**src/rtl/memory_loader_if.sv**
```systemverilog
// Loader bus: session control, byte stream in, memory write port and status out.
interface memory_loader_if #(
  parameter int unsigned ADDRESS_WIDTH = 6,
  parameter int unsigned WORD_WIDTH    = 32
);
  logic                     start;
  logic                     memory_select;
  logic [ADDRESS_WIDTH:0]   word_count;
  logic                     byte_valid;
  logic [7:0]               byte_data;
  logic                     byte_ready;
  logic                     write_enable;
  logic                     write_target;
  logic [31:0]              write_address;
  logic [WORD_WIDTH-1:0]    write_data;
  logic                     processor_hold;
  logic                     busy;
  logic                     done;
  logic [WORD_WIDTH-1:0]    checksum;

  // Host / stream source side
  modport master (
    output start, memory_select, word_count, byte_valid, byte_data,
    input  byte_ready, write_enable, write_target, write_address, write_data,
           processor_hold, busy, done, checksum
  );

  // Loader side
  modport slave (
    input  start, memory_select, word_count, byte_valid, byte_data,
    output byte_ready, write_enable, write_target, write_address, write_data,
           processor_hold, busy, done, checksum
  );
endinterface

```
**src/rtl/memory_loader.sv**
```systemverilog
// Byte-stream memory loader: packs little-endian bytes into words, writes them to
// sequential addresses, holds the processor while loading and keeps a checksum.
module memory_loader #(
  parameter int unsigned ADDRESS_WIDTH = 6,
  parameter int unsigned WORD_WIDTH    = 32
) (
  input  logic           clock,
  input  logic           reset,
  memory_loader_if.slave bus
);
  localparam int unsigned COUNT_WIDTH = ADDRESS_WIDTH + 1;
  localparam int unsigned BUF_WIDTH   = WORD_WIDTH - 8;

  typedef enum logic [1:0] {IDLE, COLLECT, WRITE, FINISH} state_t;

  state_t                 state, state_d;
  logic                   target, target_d;
  logic [COUNT_WIDTH-1:0] count, count_d;
  logic [COUNT_WIDTH-1:0] word_index, word_index_d;
  logic [1:0]             byte_index, byte_index_d;
  logic [BUF_WIDTH-1:0]   word_buf, word_buf_d;
  logic                   write_target_d;
  logic [31:0]            write_address_d;
  logic [WORD_WIDTH-1:0]  write_data_d;
  logic [WORD_WIDTH-1:0]  checksum_d;
  logic [WORD_WIDTH-1:0]  word_c;
  logic                   accept_c;

  // The three earlier bytes sit in word_buf; the current byte completes the word.
  assign word_c   = {bus.byte_data, word_buf};
  assign accept_c = bus.byte_valid & bus.byte_ready;

  // Next-state and next-register values
  always_comb begin
    state_d         = state;
    target_d        = target;
    count_d         = count;
    word_index_d    = word_index;
    byte_index_d    = byte_index;
    word_buf_d      = word_buf;
    write_target_d  = bus.write_target;
    write_address_d = bus.write_address;
    write_data_d    = bus.write_data;
    checksum_d      = bus.checksum;
    case (state)
      IDLE: begin
        if (bus.start) begin
          target_d     = bus.memory_select;
          count_d      = bus.word_count;
          word_index_d = '0;
          byte_index_d = '0;
          checksum_d   = '0;
          state_d      = (bus.word_count == '0) ? FINISH : COLLECT;
        end
      end
      COLLECT: begin
        if (accept_c) begin
          byte_index_d = byte_index + 2'd1;
          // Shift right so the first byte ends up in the low lane
          word_buf_d   = {bus.byte_data, word_buf[BUF_WIDTH-1:8]};
          if (byte_index == 2'd3) begin
            write_target_d  = target;
            write_address_d = 32'({word_index[ADDRESS_WIDTH-1:0], 2'b00});
            write_data_d    = word_c;
            checksum_d      = bus.checksum + word_c;
            word_index_d    = word_index + COUNT_WIDTH'(1);
            state_d         = WRITE;
          end
        end
      end
      WRITE:   state_d = (word_index == count) ? FINISH : COLLECT;
      FINISH:  state_d = IDLE;
      default: state_d = IDLE;
    endcase
  end

  // State and registered outputs; status flags are decoded from the next state
  always_ff @(posedge clock or negedge reset) begin
    if (!reset) begin
      state              <= IDLE;
      target             <= 1'b0;
      count              <= '0;
      word_index         <= '0;
      byte_index         <= '0;
      word_buf           <= '0;
      bus.byte_ready     <= 1'b0;
      bus.write_enable   <= 1'b0;
      bus.write_target   <= 1'b0;
      bus.write_address  <= '0;
      bus.write_data     <= '0;
      bus.processor_hold <= 1'b0;
      bus.busy           <= 1'b0;
      bus.done           <= 1'b0;
      bus.checksum       <= '0;
    end else begin
      state              <= state_d;
      target             <= target_d;
      count              <= count_d;
      word_index         <= word_index_d;
      byte_index         <= byte_index_d;
      word_buf           <= word_buf_d;
      bus.byte_ready     <= (state_d == COLLECT);
      bus.write_enable   <= (state_d == WRITE);
      bus.write_target   <= write_target_d;
      bus.write_address  <= write_address_d;
      bus.write_data     <= write_data_d;
      bus.processor_hold <= (state_d == COLLECT) || (state_d == WRITE);
      bus.busy           <= (state_d == COLLECT) || (state_d == WRITE);
      bus.done           <= (state_d == FINISH);
      bus.checksum       <= checksum_d;
    end
  end
endmodule

```
**src/flat_wrapper.sv**
```systemverilog
// flat-port wrapper written by rule: the top's interface ports become plain ports
module memory_loader_flat 
#(
  parameter int unsigned ADDRESS_WIDTH = 6,
  parameter int unsigned WORD_WIDTH    = 32
)
  (clock, reset, bus_start, bus_memory_select, bus_word_count, bus_byte_valid, bus_byte_data, bus_byte_ready, bus_write_enable, bus_write_target, bus_write_address, bus_write_data, bus_processor_hold, bus_busy, bus_done, bus_checksum);
  memory_loader_if #(.ADDRESS_WIDTH(ADDRESS_WIDTH), .WORD_WIDTH(WORD_WIDTH)) bus_i ();
  input  logic clock;
  input  logic reset;
  input wire logic [$bits(bus_i.start)-1:0] bus_start;
  input wire logic [$bits(bus_i.memory_select)-1:0] bus_memory_select;
  input wire logic [$bits(bus_i.word_count)-1:0] bus_word_count;
  input wire logic [$bits(bus_i.byte_valid)-1:0] bus_byte_valid;
  input wire logic [$bits(bus_i.byte_data)-1:0] bus_byte_data;
  output wire logic [$bits(bus_i.byte_ready)-1:0] bus_byte_ready;
  output wire logic [$bits(bus_i.write_enable)-1:0] bus_write_enable;
  output wire logic [$bits(bus_i.write_target)-1:0] bus_write_target;
  output wire logic [$bits(bus_i.write_address)-1:0] bus_write_address;
  output wire logic [$bits(bus_i.write_data)-1:0] bus_write_data;
  output wire logic [$bits(bus_i.processor_hold)-1:0] bus_processor_hold;
  output wire logic [$bits(bus_i.busy)-1:0] bus_busy;
  output wire logic [$bits(bus_i.done)-1:0] bus_done;
  output wire logic [$bits(bus_i.checksum)-1:0] bus_checksum;
  assign bus_i.start = bus_start;
  assign bus_i.memory_select = bus_memory_select;
  assign bus_i.word_count = bus_word_count;
  assign bus_i.byte_valid = bus_byte_valid;
  assign bus_i.byte_data = bus_byte_data;
  assign bus_byte_ready = bus_i.byte_ready;
  assign bus_write_enable = bus_i.write_enable;
  assign bus_write_target = bus_i.write_target;
  assign bus_write_address = bus_i.write_address;
  assign bus_write_data = bus_i.write_data;
  assign bus_processor_hold = bus_i.processor_hold;
  assign bus_busy = bus_i.busy;
  assign bus_done = bus_i.done;
  assign bus_checksum = bus_i.checksum;
  memory_loader #(.ADDRESS_WIDTH(ADDRESS_WIDTH), .WORD_WIDTH(WORD_WIDTH)) u_core (.clock(clock), .reset(reset), .bus(bus_i));
endmodule
```
**config.mk**
```make
export PLATFORM = sky130hd
export DESIGN_NAME = memory_loader_flat
export DESIGN_NICKNAME = d
export VERILOG_FILES = /design/src/rtl/memory_loader_if.sv /design/src/rtl/memory_loader.sv /design/src/flat_wrapper.sv
export SDC_FILE = /design/constraint.sdc
export NUM_CORES = 1
export LEC_CHECK = 0
export ABC_CLOCK_PERIOD_IN_PS = 4400
export CAP_MARGIN = 25
export CORE_AREA = 2 2 135 203
export DETAILED_ROUTE_END_ITERATION = 7
export DIE_AREA = 0 0 137 205
export PLACE_DENSITY = 0.48
export SKIP_CTS_REPAIR_TIMING = 1
export SLEW_MARGIN = 20
export SYNTH_ARGS = -nofsm -noshare
export SYNTH_HDL_FRONTEND = slang
export SYNTH_SLANG_ARGS = --single-unit
```
**constraint.sdc**
```tcl
create_clock -name clock -period 4.4 [get_ports clock]
set_clock_uncertainty 0.2 [all_clocks]
set_input_delay 0.88 -clock clock [delete_from_list [all_inputs] [get_ports clock]]
set_output_delay 0.88 -clock clock [all_outputs]
set_load 0.1 [all_outputs]
```
# Word level (Yosys, flattened, before mapping)
# Index checks and enable logic that the tools add are counted.
# classes
add_sub_neg	3
n_eq_ne	11
mux	17
n_bitwise	1
n_reduce_logical	9
# op_table
cell	count
$mux W32	3
$pmux W32 S2	1
$add A32 B32 Y32	1
$mux W7	3
$mux W2	7
$pmux W7 S2	1
$eq A2 B2 Y1 const B	5
$pmux W2 S4	1
$add A7 B1 Y7 const B	1
$eq A7 B7 Y1	1
$logic_not A7 Y1	1
$reduce_and A3 Y1	2
$eq A2 B1 Y1 const B	2
$ne A2 B1 Y1 const B	2
$pmux W2 S2	1
$reduce_and A2 Y1	2
$reduce_and A4 Y1	1
$add A2 B1 Y2 const B	1
$logic_not A2 Y1	1
$ne A2 B2 Y1 const B	1
$reduce_bool A2 Y1	1
$and A1 B1 Y1	1
$logic_or A1 B1 Y1	1
# word_totals
reg_bits	118
in_bits	20
output_inout_bits	102
wordCells	55

# Logic depth before layout (Yosys ltp)
# Gate-level depths: netlist of run 1.
# logic_depth
ltp_word	6
ltp_mapped	11
depth_no_buf	11

# Least setup slack after synthesis of run 1
# No wires, ideal clock.
# synth_path
path_type	register -> register
start	register u_core.bus.checksum[0] (netlist name)
end	register u_core.bus.checksum[28] (netlist name)
setup_ns	0.126
arrival_time_ns	3.112
required_ns	4.074
setup_slack_ns	0.962
stages_incl_launch_ff	12
n_path_buf	0
period_less_slack_ns	3.438
path_cell_list	dfrtp_1 > ha_1 > inv_1 > fa_1 > and2b_1 > o31a_1 > o22ai_2 > o31a_1 > o211ai_1 > a31o_2 > a31o_1 > nand3_1
# synth_via
elab_chain_len	4
# synth_rtl
item	line_no	text
start, declared	memory_loader_if.sv:32	processor_hold, busy, done, checksum
start signal, assigned	memory_loader.sv:110	bus.checksum <= checksum_d;
$add A32 B32 Y32	memory_loader.sv:65	checksum_d = bus.checksum + word_c;
$mux W32	memory_loader.sv:61	if (byte_index == 2'd3) begin
$mux W32	memory_loader.sv:57	if (accept_c) begin
$pmux W32 S2	memory_loader.sv:45	case (state)
# No other way between the ends. The select of a mux whose other input is x is not followed.
# A chain may end at the register's enable or synchronous reset.

# Worst setup path in the final report of run 1
# layout_path
start	input port bus_byte_data[0]
end	register u_core.bus.checksum[31] (netlist name)
# layout_via
elab_chain_len	4
# layout_rtl
item	line_no	text
start, declared	flat_wrapper.sv:15	input wire logic [$bits(bus_i.byte_data)-1:0] bus_byte_data;
$add A32 B32 Y32	memory_loader.sv:65	
$mux W32	memory_loader.sv:61	
$mux W32	memory_loader.sv:57	
$pmux W32 S2	memory_loader.sv:45	
# No other way between the ends. The select of a mux whose other input is x is not followed.

==> implementation parameters, run 1 <==
Parameter                              Value

Synthesis
  Synthesized instance count ... 695
  Count of yosys warnings during synthesis ... 0
  Number of synthesized flops with an enable pin ... 0
  Main combinational cell family by area after synthesis ... simple AND/OR/NAND/NOR gates
  Most instantiated cells after synthesis ... 176 x sky130_fd_sc_hd__nand2_1, 118 x sky130_fd_sc_hd__dfrtp_1, 38 x sky130_fd_sc_hd__o21ai_0, 36 x sky130_fd_sc_hd__ha_1, 35 x sky130_fd_sc_hd__nand3_1
  Library cell with the highest instance count after synthesis ... sky130_fd_sc_hd__nand2_1
  Post-synth top area share ... 45.4%
  Share of synthesized area occupied by flip-flops and latches ... 45.4%
  Complex-gate fraction of the synthesized area ... 13.8%
  Synth Area per Inst ... 9.36 µm²
  Predominant post-synthesis flop cell ... sky130_fd_sc_hd__dfrtp_1
  Count of distinct cell types in the synthesized netlist ... 65
  Flops & latches, synth ... 118
  Synth top area cells ... sky130_fd_sc_hd__dfrtp_1 45%, sky130_fd_sc_hd__nand2_1 10%, sky130_fd_sc_hd__ha_1 6.9%, sky130_fd_sc_hd__mux2_2 4.2%, sky130_fd_sc_hd__buf_4 3.1%
  Adder-cell area share of the yosys netlist ... 7.23%
  Cell taking the most area after synthesis ... sky130_fd_sc_hd__dfrtp_1
  Total standard cell area after synthesis ... 0.00650 mm²
  FFs w/ async S/R, synth ... 100%
  Share of the synthesized netlist area taken by xor and xnor gates ... 4.71%
  Multiplexer area fraction after synthesis ... 4.31%
  Post-Synth Simple-Gate Area ... 18.0%

STA
  TNS Setup ... 0 ns
  Share of the clock period used by the worst path after layout ... 73.2%
  Final hold slack ... 0.271 ns
  RSZ-0062 raised after global routing ... false
  Number of max-slew violations in the final report ... 0
  Worst-margin pin slew ... 1.05 ns
  Fin. Hold Viols ... 0
  Number of setup violations in the final report ... 0
  Max frequency ... 310 MHz
  Slew Limit Headroom ... 29.7%
  Post-layout min period ... 3.22 ns

CTS
  TritonCTS clock tree ... built
  Root buffer cell ... sky130_fd_sc_hd__clkbuf_16
  Number of levels in the clock H-tree ... 4
  Clk_lat worst skew ... 0.42 ns
  Number of buffers inserted during clock tree synthesis ... 17
  Number of sinks driven by the clock tree ... 118
  Max Root-Sink Buffers ... 2
  Clock slew at the register clock pins of the worst setup and hold paths ... 0.06 ns

Setup path
  Internal reg-to-reg setup slack ... 1.18 ns
  Category of the worst setup path capture point ... flip-flop
  Category of the most critical setup path ... input port to flip-flop
  Type of origin of the critical path ... input port
  Number of cells on the worst reg-to-reg path ... 11
  Crit path to ... u_core.bus.checksum[31]
  Reg-to-reg endpoint ... u_core.bus.checksum[24]
  Highest net fanout along the worst path ... 5
  Required time of the critical path ... 4.50 ns
  Crit path from ... bus_byte_data[0]
  Startpoint of the worst register-to-register path ... u_core.bus.checksum[0]
  Arrival time at the worst endpoint ... 3.33 ns

Status
  Result of the run ... completed

Global route
  Overflow left after global routing ... 0
  Overall routing resource usage ... 13.3%
  Number of global-route vias before repair ... 5244
  Largest net degree at the start of global routing ... 75
  Global-route wire length before repair ... 28.7 mm
  Number of antenna violations at the first check in global routing ... 0

Finish
  Synth-to-Final Area Change ... 27.4%
  Final net count ... 843
  Fill cell instance count of the final layout ... 2763
  Diode count ... 0
  Layout cell share with drive strength beyond 1 ... 10.6%

Drt
  Via-to-Cell Ratio ... 4.50
  Iter 0 DRT Violations ... 168
  Total routed wirelength ... 17.8 mm
  Via count ... 5114
  Remaining design rule violation count ... 0
  Detail Route Antenna Nets ... 0
  Detailed-route wire length per cell ... 15.7 µm
  Detailed Routing Iterations Pass 1 ... 4

Floorplanning
  DIE HEIGHT ... 205 µm
  Area of the die ... 0.0281 mm²
  Number of core rows ... 73
  Floorplan die width ... 137 µm
  I/O pin cnt ... 122
  Placeable Area ... 0.0263 mm²
  Effective utilization at floorplan ... 24.7%

Placement
  Final HPWL from detailed placement ... 12.7 mm
  Routability cong. ... 0.817
  Total of buffers placed on input and output ports ... 95

Worst hold path
  Worst hold-check path type ... flip-flop to flip-flop

Job
  Max-Cap Viols ... 0
cell families after synthesis:
| family | count (synthesis) |
|---|---|
| other cells | 1 |
| simple gates | 270 |
| fa+ha+maj | 37 |
| mux | 25 |
| flops | 118 |
| xor+xnor | 35 |
| compound gates | 137 |
| buf+inv | 72 |
sequential cells by signal, indices dropped and copies added, names as in the netlist, 2 cells and up:
| name | flops |
|---|---|
| u_core.bus.checksum | 32 |
| u_core.bus.write_address | 6 |
| u_core.bus.write_data | 32 |
| u_core.byte_index | 2 |
| u_core.count | 7 |
| u_core.state | 2 |
| u_core.word_buf | 24 |
| u_core.word_index | 7 |
routing by layer:
layer	vias to the layer above	wire [µm]	share of wire [%]	track usage [%]
met3	26	835	4.7	3.19
met5	-	0	0	0
met1	2446	7380	41	15.1
met2	124	9130	51	23.2
met4	0	481	2.7	6.04
li1	2518	-	-	-
critical path, cell delays in order:
cell	delay [ns]
sky130_fd_sc_hd__clkdlybuf4s50_1	0.47
sky130_fd_sc_hd__ha_1	0.39
sky130_fd_sc_hd__and3_4	0.23
sky130_fd_sc_hd__nand2_1	0.07
sky130_fd_sc_hd__or3_1	0.37
sky130_fd_sc_hd__a211oi_2	0.18
sky130_fd_sc_hd__o2111ai_1	0.20
sky130_fd_sc_hd__a21boi_2	0.21
sky130_fd_sc_hd__mux2i_1	0.24
sky130_fd_sc_hd__o211ai_2	0.08
how the worst min path moves through the flow:
stage	start	end	slack, ns	cells after the start
5_1_grt	u_core.bus.write_data[5]	u_core.bus.write_data[5]	0.30	2
4_1_cts	u_core.target	u_core.bus.write_target	0.27	2
2_1_floorplan	u_core.target	u_core.bus.write_target	0.24	2
3_5_place_dp	u_core.bus.write_data[21]	u_core.bus.write_data[21]	0.26	2
6_report	u_core.bus.write_data[6]	u_core.bus.write_data[6]	0.27	2
3_3_place_gp	u_core.target	u_core.bus.write_target	0.25	2
through the flow:
| step | std cells | util, % | instance area (µm²) | setup slack, ns |
|---|---|---|---|---|
| finish | 1136 | 31.5 | 8280 | 1.18 |
| global route | 1136 | 31.5 | 8280 | 0.950 |
| CTS | 1136 | 31.5 | 8280 | 1.17 |
| detailed placement | 1104 | 29.2 | 7690 | 0.717 |
| global placement | 1103 | 29.2 | 7680 | 0.774 |
| floorplan | 720 | - | 6600 | 0.962 |
cell usage in the layout, fill, tap and decap left out, types with 10 or more instances in the layout:
cell type and count:
sky130_fd_sc_hd__nand2_1 175, sky130_fd_sc_hd__dfrtp_1 118, sky130_fd_sc_hd__clkdlybuf4s50_1 94, sky130_fd_sc_hd__o21ai_0 38, sky130_fd_sc_hd__ha_1 36, sky130_fd_sc_hd__nand3_1 35
sky130_fd_sc_hd__a21oi_1 34, sky130_fd_sc_hd__conb_1 26, sky130_fd_sc_hd__mux2_2 24, sky130_fd_sc_hd__xor2_1 20, sky130_fd_sc_hd__nor2_1 19, sky130_fd_sc_hd__inv_1 18
sky130_fd_sc_hd__clkbuf_16 17, sky130_fd_sc_hd__xnor2_1 15, sky130_fd_sc_hd__nor3_1 10
area by class of cell:
cell class / instances / area [µm²] / area share, %
Inverter: 18 / 67.6 / 0.816
Multi-Input combinational cell: 530 / 3240 / 39.1
Tap cell: 337 / 422 / 5.09
Clock buffer: 20 / 437 / 5.27
Timing Repair Buffer: 101 / 1010 / 12.2
Clock inverter: 12 / 154 / 1.86
Sequential cell: 118 / 2950 / 35.6
Power of run 1 is not shown: default switching activity piles up to over one toggle a cycle in this logic, so the estimate is an artifact.
==> run 2, diff against run 1 <==
--- a/config.mk
+++ b/config.mk
@@ -5,12 +5,12 @@
 export SDC_FILE = /design/constraint.sdc
 export NUM_CORES = 1
 export LEC_CHECK = 0
-export ABC_CLOCK_PERIOD_IN_PS = 4400
+export ABC_CLOCK_PERIOD_IN_PS = 2800
 export CAP_MARGIN = 25
 export CORE_AREA = 2 2 135 203
 export DETAILED_ROUTE_END_ITERATION = 7
 export DIE_AREA = 0 0 137 205
-export PLACE_DENSITY = 0.48
+export PLACE_DENSITY = 0.49
 export SKIP_CTS_REPAIR_TIMING = 1
 export SLEW_MARGIN = 20
 export SYNTH_ARGS = -nofsm -noshare
==> constraint.sdc (replaced) <==
create_clock -name clock -period 2.8 [get_ports clock]
set_clock_uncertainty 0.2 [all_clocks]
set_input_delay 0.56 -clock clock [delete_from_list [all_inputs] [get_ports clock]]
set_output_delay 0.56 -clock clock [all_outputs]
set_load 0.1 [all_outputs]
==> run 2 against run 1 <==
Routed wire length grew 7.5%. Register-to-register slack worse by 1.2 ns. Highest routed layer unchanged. Count of clock-buffer cells in the layout shrank 2. Worst hold slack got worse by 0.0019 ns. Sequential cell count did not move. Via count up 6.2%. Core utilization increased by 2.9 points. Cell count up 7.5%. The flow now finishes with violations (setup timing). Setup slack got worse by 1.2 ns. Cell area up 9.3%.
==> implementation parameters, run 2 (synthesized netlist as in run 1, its figures left out) <==
Parameter                              Value

Drt
  Remaining design rule violation count ... 0 (unchanged)
  Via count ... 5430 (was 5114)
  Total routed wirelength ... 19.2 mm (was 17.8 mm)
  Detailed Routing Iterations Pass 1 ... 4 (unchanged)
  Detailed-route wire length per cell ... 15.7 µm (about the same)
  Detail Route Antenna Nets ... 0 (unchanged)
  Via-to-Cell Ratio ... 4.45 (was 4.50)
  Iter 0 DRT Violations ... 194 (was 168)

CTS
  Clk_lat worst skew ... 0.43 ns (was 0.42 ns)
  TritonCTS clock tree ... built (unchanged)
  Number of sinks driven by the clock tree ... 118 (unchanged)
  Clock slew at the register clock pins of the worst setup and hold paths ... 0.06 ns (about the same)
  Number of buffers inserted during clock tree synthesis ... 17 (unchanged)
  Root buffer cell ... sky130_fd_sc_hd__clkbuf_16 (unchanged)
  Max Root-Sink Buffers ... 2 (unchanged)
  Number of levels in the clock H-tree ... 4 (unchanged)

STA
  Smallest setup slack after layout ... -0.0302 ns (was 1.18 ns)
  Fin. Hold Viols ... 0 (unchanged)
  Number of max-slew violations in the final report ... 0 (unchanged)
  Max frequency ... 353 MHz
  Number of setup violations in the final report ... 3 (was 0)
  RSZ-0062 raised after global routing ... true (was false)
  Share of the clock period used by the worst path after layout ... 101%
  Post-layout min period ... 2.83 ns
  Worst-margin pin slew ... 0.600 ns (was 1.05 ns)
  Slew Limit Headroom ... 60.0% (was 29.7%)

Setup path
  Slowest cell on crit path ... sky130_fd_sc_hd__dfrtp_4 (was sky130_fd_sc_hd__clkdlybuf4s50_1)
  Type of origin of the critical path ... flip-flop (was input port)
  Required time of the critical path ... 2.91 ns (was 4.50 ns)
  Top cell by count, worst path ... sky130_fd_sc_hd__o31a_1
  Critical-path cell list ... ha_4 -> inv_2 -> fa_2 -> and2b_1 -> o31a_1 -> o22ai_4 -> o31a_1 -> o211ai_1 -> buf_4 -> a31o_4 -> xnor2_2 -> o21ai_1 (was clkdlybuf4s50_1 -> ha_1 -> and3_4 -> nand2_1 -> or3_1 -> a211oi_2 -> o2111ai_1 -> a21boi_2 -> mux2i_1 -> o211ai_2)
  Top cell family by delay on the critical path ... compound AO/OA/AOI/OAI gates (was simple AND/OR/NAND/NOR gates)
  Critical path buffers and inverters ... 2 (was 1)
  Largest stage delay on the critical path ... 0.48 ns (was 0.47 ns)
  Highest net fanout along the worst path ... 3 (was 5)
  Category of the worst setup path capture point ... flip-flop (unchanged)
  Category of the most critical setup path ... flip-flop to flip-flop (was input port to flip-flop)
  Arrival time at the worst endpoint ... 2.94 ns (was 3.33 ns)

Placement
  Routability cong. ... 0.825 (was 0.817)
  Post-place setup slack ... -0.442 ns (was 0.717 ns)
  Total of buffers placed on input and output ports ... 95 (unchanged)
  Final HPWL from detailed placement ... 14.5 mm (was 12.7 mm)

Global route
  Number of antenna violations at the first check in global routing ... 0 (unchanged)
  Global-route wire length before repair ... 31.0 mm (was 28.7 mm)
  Overall routing resource usage ... 14.4% (was 13.3%)
  Overflow left after global routing ... 0 (unchanged)
  Number of global-route vias before repair ... 5650 (was 5244)
  Largest net degree at the start of global routing ... 52 (was 75)

Floorplanning
  Area of the die ... 0.0281 mm² (unchanged)
  Effective utilization at floorplan ... 24.7% (unchanged)
  Placeable Area ... 0.0263 mm² (unchanged)
  DIE HEIGHT ... 205 µm (unchanged)
  Number of core rows ... 73 (unchanged)
  I/O pin cnt ... 122 (unchanged)
  Floorplan die width ... 137 µm (unchanged)

Finish
  Leading cell type in the layout, fill and taps excluded ... sky130_fd_sc_hd__nand2_1 (unchanged)
  Diode count ... 0 (unchanged)
  Final net count ... 928 (was 843)
  Post-layout util ... 34.4% (was 31.5%)
  Most frequent cells in the layout ... 176 x sky130_fd_sc_hd__nand2_1, 161 x sky130_fd_sc_hd__buf_4, 91 x sky130_fd_sc_hd__dfrtp_1, 36 x sky130_fd_sc_hd__o21ai_0, 35 x sky130_fd_sc_hd__nand3_1 (was 175 x sky130_fd_sc_hd__nand2_1, 118 x sky130_fd_sc_hd__dfrtp_1, 94 x sky130_fd_sc_hd__clkdlybuf4s50_1, 38 x sky130_fd_sc_hd__o21ai_0, 36 x sky130_fd_sc_hd__ha_1)
  Synth-to-Final Area Change ... 39.2% (was 27.4%)
  Fill cell instance count of the final layout ... 2715 (was 2763)
  Top flop regs ... u_core.bus.checksum: 32 flops, u_core.bus.write_data: 32 flops, u_core.word_buf: 24 flops (unchanged)
  Area of the multi-input gates ... 0.00343 mm² (was 0.00324 mm²)
  Layout cell share with drive strength beyond 1 ... 33.1% (was 10.6%)
  Register area ... 0.00301 mm² (was 0.00295 mm²)

Job
  Max-Cap Viols ... 0 (unchanged)

Worst hold path
  Worst hold-check path type ... flip-flop to flip-flop (unchanged)

Status
  Result of the run ... complete, but fails checks (was completed)
  Violated checks ... setup timing
-- run 2: changes by cell type in the layout (fill, tap and decap cells not counted), moves of 3 or more --
cell                              change
sky130_fd_sc_hd__clkdlybuf4s50_1     -76
sky130_fd_sc_hd__dfrtp_4              +9
sky130_fd_sc_hd__ha_4                 +7
sky130_fd_sc_hd__clkbuf_1             -3
sky130_fd_sc_hd__dfrtp_2             +18
sky130_fd_sc_hd__buf_12               +4
sky130_fd_sc_hd__ha_1                 -7
sky130_fd_sc_hd__dfrtp_1             -27
sky130_fd_sc_hd__buf_4              +156
-- run 2: metrics by stage --
stage               std cells  instance area, µm²  hold WS (ns)  TNS, ns
floorplan                 720                6730        0.0644   -0.195
finish                   1221                9050         0.269  -0.0657
global placement         1185                8290         0.244   -0.502
CTS                      1217                8900       -0.0490   -0.266
global route             1221                9050         0.303   -0.487
detailed placement       1185                8290         0.262   -0.696
-- run 2: metal layers --
| metal | track usage, % | up-vias | share of wire, % |
|---|---|---|---|
| li1 | - | 2688 | - |
| met1 | 16.7 | 2573 | 41 |
| met2 | 24.7 | 137 | 51 |
| met3 | 3.07 | 32 | 4.5 |
| met4 | 7.25 | 0 | 3.7 |
| met5 | 0 | - | 0 |
-- run 2: worst reg2reg max path: stages (launching register included) --
cell and delay, ns:
sky130_fd_sc_hd__dfrtp_4 0.48, sky130_fd_sc_hd__ha_4 0.17, sky130_fd_sc_hd__inv_2 0.05, sky130_fd_sc_hd__fa_2 0.17, sky130_fd_sc_hd__and2b_1 0.18, sky130_fd_sc_hd__o31a_1 0.33, sky130_fd_sc_hd__o22ai_4 0.20, sky130_fd_sc_hd__o31a_1 0.22
sky130_fd_sc_hd__o211ai_1 0.10, sky130_fd_sc_hd__buf_4 0.17, sky130_fd_sc_hd__a31o_4 0.24, sky130_fd_sc_hd__xnor2_2 0.15, sky130_fd_sc_hd__o21ai_1 0.07
-- run 2: final timing paths --
path                       slack (ns)                   start                       to  cells after the start
setup reg to reg                -0.03  u_core.bus.checksum[0]  u_core.bus.checksum[26]                     12
hold / removal                   0.27           u_core.target  u_core.bus.write_target                      2
min in group asynchronous        0.48                   reset  u_core.bus.checksum[17]                      2
max in group asynchronous        1.26                   reset   u_core.bus.checksum[3]                      3
hold reg to reg                  0.27           u_core.target  u_core.bus.write_target                      2
setup / recovery                -0.03  u_core.bus.checksum[0]  u_core.bus.checksum[26]                     12
-- run 2: layout make-up --
class / count / area share, %
Clock buffer: 18 / 4.85
Clock inverter: 14 / 1.91
Inverter: 18 / 0.746
Multi-Input combinational cell: 530 / 37.9
Sequential cell: 118 / 33.2
Tap cell: 337 / 4.66
Timing Repair Buffer: 186 / 16.7
Power of run 2 is left out for the same reason.
==> run 3, diff against run 2 <==
--- a/config.mk
+++ b/config.mk
@@ -10,6 +10,7 @@
 export CORE_AREA = 2 2 135 203
 export DETAILED_ROUTE_END_ITERATION = 7
 export DIE_AREA = 0 0 137 205
+export MAX_ROUTING_LAYER = met4
 export PLACE_DENSITY = 0.49
 export SKIP_CTS_REPAIR_TIMING = 1
 export SLEW_MARGIN = 20
==> run 3 against run 2 <==
The flow still finishes with violations (setup timing). Cell count did not move. Via count rose by 0.28%. Sequential share of layout area did not move. Count of clock-buffer cells in the layout did not move. Register-to-register slack barely moved. Core utilization did not move. Cell area did not move. Sequential cell count did not move. Die area did not move. Maximum frequency fell by 0.15%. Highest routed layer unchanged.
==> implementation parameters, run 3 (synthesized netlist as in run 1, its figures left out) <==
Parameter                              Value

Finish
  Leading cell type in the layout, fill and taps excluded ... sky130_fd_sc_hd__nand2_1 (unchanged)
  Diode count ... 0 (unchanged)
  Fill cell instance count of the final layout ... 2715 (unchanged)
  Synth-to-Final Area Change ... 39.2% (unchanged)
  Area of the multi-input gates ... 0.00343 mm² (unchanged)
  Register area ... 0.00301 mm² (unchanged)
  Final net count ... 928 (unchanged)
  Most frequent cells in the layout ... 176 x sky130_fd_sc_hd__nand2_1, 161 x sky130_fd_sc_hd__buf_4, 91 x sky130_fd_sc_hd__dfrtp_1, 36 x sky130_fd_sc_hd__o21ai_0, 35 x sky130_fd_sc_hd__nand3_1 (unchanged)
  Layout cell share with drive strength beyond 1 ... 33.1% (unchanged)
  Top flop regs ... u_core.bus.checksum: 32 flops, u_core.bus.write_data: 32 flops, u_core.word_buf: 24 flops (unchanged)

Drt
  Detail Route Antenna Nets ... 0 (unchanged)
  Iter 0 DRT Violations ... 180 (was 194)
  Met3 routed WL ... 850 µm (was 859 µm)
  Detailed Routing Iterations Pass 1 ... 4 (unchanged)
  Via count ... 5445 (was 5430)
  Detailed-route wire length per cell ... 15.7 µm (about the same)
  Remaining design rule violation count ... 0 (unchanged)
  Detailed-routed wire length on met2 ... 9.66 mm (was 9.69 mm)
  Met1 layer wirelength in the final routing ... 7.93 mm (was 7.91 mm)
  Total routed wirelength ... 19.1 mm (was 19.2 mm)
  Via-to-Cell Ratio ... 4.46 (was 4.45)
  Highest layer used for signal routing ... met4 (unchanged)

Floorplanning
  Area of the die ... 0.0281 mm² (unchanged)
  DIE HEIGHT ... 205 µm (unchanged)
  Floorplan die width ... 137 µm (unchanged)
  Placeable Area ... 0.0263 mm² (unchanged)
  Number of core rows ... 73 (unchanged)
  I/O pin cnt ... 122 (unchanged)
  Effective utilization at floorplan ... 24.7% (unchanged)

Global route
  Overall routing resource usage ... 14.8% (was 14.4%)
  Number of global-route vias before repair ... 5656 (was 5650)
  Overflow left after global routing ... 0 (unchanged)
  Largest net degree at the start of global routing ... 52 (unchanged)
  Number of antenna violations at the first check in global routing ... 0 (unchanged)
  Global-route wire length before repair ... 31.0 mm (unchanged)

CTS
  Clock slew at the register clock pins of the worst setup and hold paths ... 0.06 ns (about the same)
  Number of buffers inserted during clock tree synthesis ... 17 (unchanged)
  Clk_lat worst skew ... 0.42 ns (was 0.43 ns)
  Number of levels in the clock H-tree ... 4 (unchanged)
  Root buffer cell ... sky130_fd_sc_hd__clkbuf_16 (unchanged)
  Max Root-Sink Buffers ... 2 (unchanged)
  Number of sinks driven by the clock tree ... 118 (unchanged)
  TritonCTS clock tree ... built (unchanged)

Placement
  Total of buffers placed on input and output ports ... 95 (unchanged)
  Final HPWL from detailed placement ... 14.5 mm (unchanged)
  Routability cong. ... 0.837 (was 0.825)

STA
  Post-layout min period ... 2.83 ns (about the same)
  RSZ-0062 raised after global routing ... true (unchanged)
  Smallest setup slack after layout ... -0.0343 ns (was -0.0302 ns)
  Share of the clock period used by the worst path after layout ... 101% (about the same)
  Final hold slack ... 0.269 ns (about the same)
  Number of setup violations in the final report ... 2 (was 3)
  Number of max-slew violations in the final report ... 0 (unchanged)
  TNS Setup ... -0.0611 ns (was -0.0657 ns)
  Worst-margin pin slew ... 0.605 ns (was 0.600 ns)
  Slew Limit Headroom ... 59.7% (was 60.0%)
  Max frequency ... 353 MHz (about the same)
  Fin. Hold Viols ... 0 (unchanged)

Setup path
  Slowest cell on crit path ... sky130_fd_sc_hd__dfrtp_4 (unchanged)
  Largest stage delay on the critical path ... 0.48 ns (about the same)
  Top cell by count, worst path ... sky130_fd_sc_hd__o31a_1 (unchanged)
  Type of origin of the critical path ... flip-flop (unchanged)
  Category of the worst setup path capture point ... flip-flop (unchanged)
  Required time of the critical path ... 2.91 ns (about the same)
  Category of the most critical setup path ... flip-flop to flip-flop (unchanged)
  Top cell family by delay on the critical path ... compound AO/OA/AOI/OAI gates (unchanged)
  Cell depth of the worst setup path ... 12 (unchanged)
  Number of cells on the worst reg-to-reg path ... 12 (unchanged)
  Critical path buffers and inverters ... 2 (unchanged)
  Critical-path cell list ... ha_4 -> inv_2 -> fa_2 -> and2b_1 -> o31a_1 -> o22ai_4 -> o31a_1 -> o211ai_1 -> buf_4 -> a31o_4 -> xnor2_2 -> o21ai_1 (unchanged)
  Highest net fanout along the worst path ... 3 (unchanged)
  Arrival time at the worst endpoint ... 2.94 ns (about the same)

Worst hold path
  Count of cells along the worst hold path ... 2 (unchanged)
  Worst hold-check path type ... flip-flop to flip-flop (unchanged)

Status
  Violated checks ... setup timing (unchanged)
  Result of the run ... complete, but fails checks (unchanged)

Job
  Max-Cap Viols ... 0 (unchanged)
run 3: cell type report:
type	instances	area share [%]
Clock buffer	18	4.85
Clock inverter	14	1.91
Inverter	18	0.746
Multi-Input combinational cell	530	37.9
Sequential cell	118	33.2
Tap cell	337	4.66
Timing Repair Buffer	186	16.7
run 3: worst paths after layout:
| kind | start | end | slack [ns] |
|---|---|---|---|
| min in group asynchronous | reset | u_core.bus.checksum[17] | 0.48 |
| min | u_core.target | u_core.bus.write_target | 0.27 |
| max reg2reg | u_core.bus.checksum[0] | u_core.bus.checksum[26] | -0.03 |
| max | u_core.bus.checksum[0] | u_core.bus.checksum[26] | -0.03 |
| min reg2reg | u_core.target | u_core.bus.write_target | 0.27 |
| max in group asynchronous | reset | u_core.bus.checksum[3] | 1.25 |
run 3: worst register-to-register path: stages, from the launching register on:
cell,delay (ns)
sky130_fd_sc_hd__dfrtp_4,0.48
sky130_fd_sc_hd__ha_4,0.17
sky130_fd_sc_hd__inv_2,0.05
sky130_fd_sc_hd__fa_2,0.17
sky130_fd_sc_hd__and2b_1,0.18
sky130_fd_sc_hd__o31a_1,0.33
sky130_fd_sc_hd__o22ai_4,0.20
sky130_fd_sc_hd__o31a_1,0.22
sky130_fd_sc_hd__o211ai_1,0.10
sky130_fd_sc_hd__buf_4,0.17
sky130_fd_sc_hd__a31o_4,0.24
sky130_fd_sc_hd__xnor2_2,0.15
sky130_fd_sc_hd__o21ai_1,0.07
run 3: layer usage:
layer	GRT usage, %	vias to the layer above
li1	-	2690
met2	24.7	133
met3	2.97	34
met5	-	-
met4	7.25	0
met1	16.8	2588
run 3: stage by stage:
stage	area (µm²)	instances	util (%)	setup WS (ns)
finish	9050	1221	34.4	-0.0343
CTS	8900	1217	33.8	-0.127
detailed placement	8290	1185	31.5	-0.442
global placement	8290	1185	31.5	-0.349
floorplan	6730	720	-	-0.0817
global route	9050	1221	34.4	-0.120
Power of run 3 is left out for the same reason.
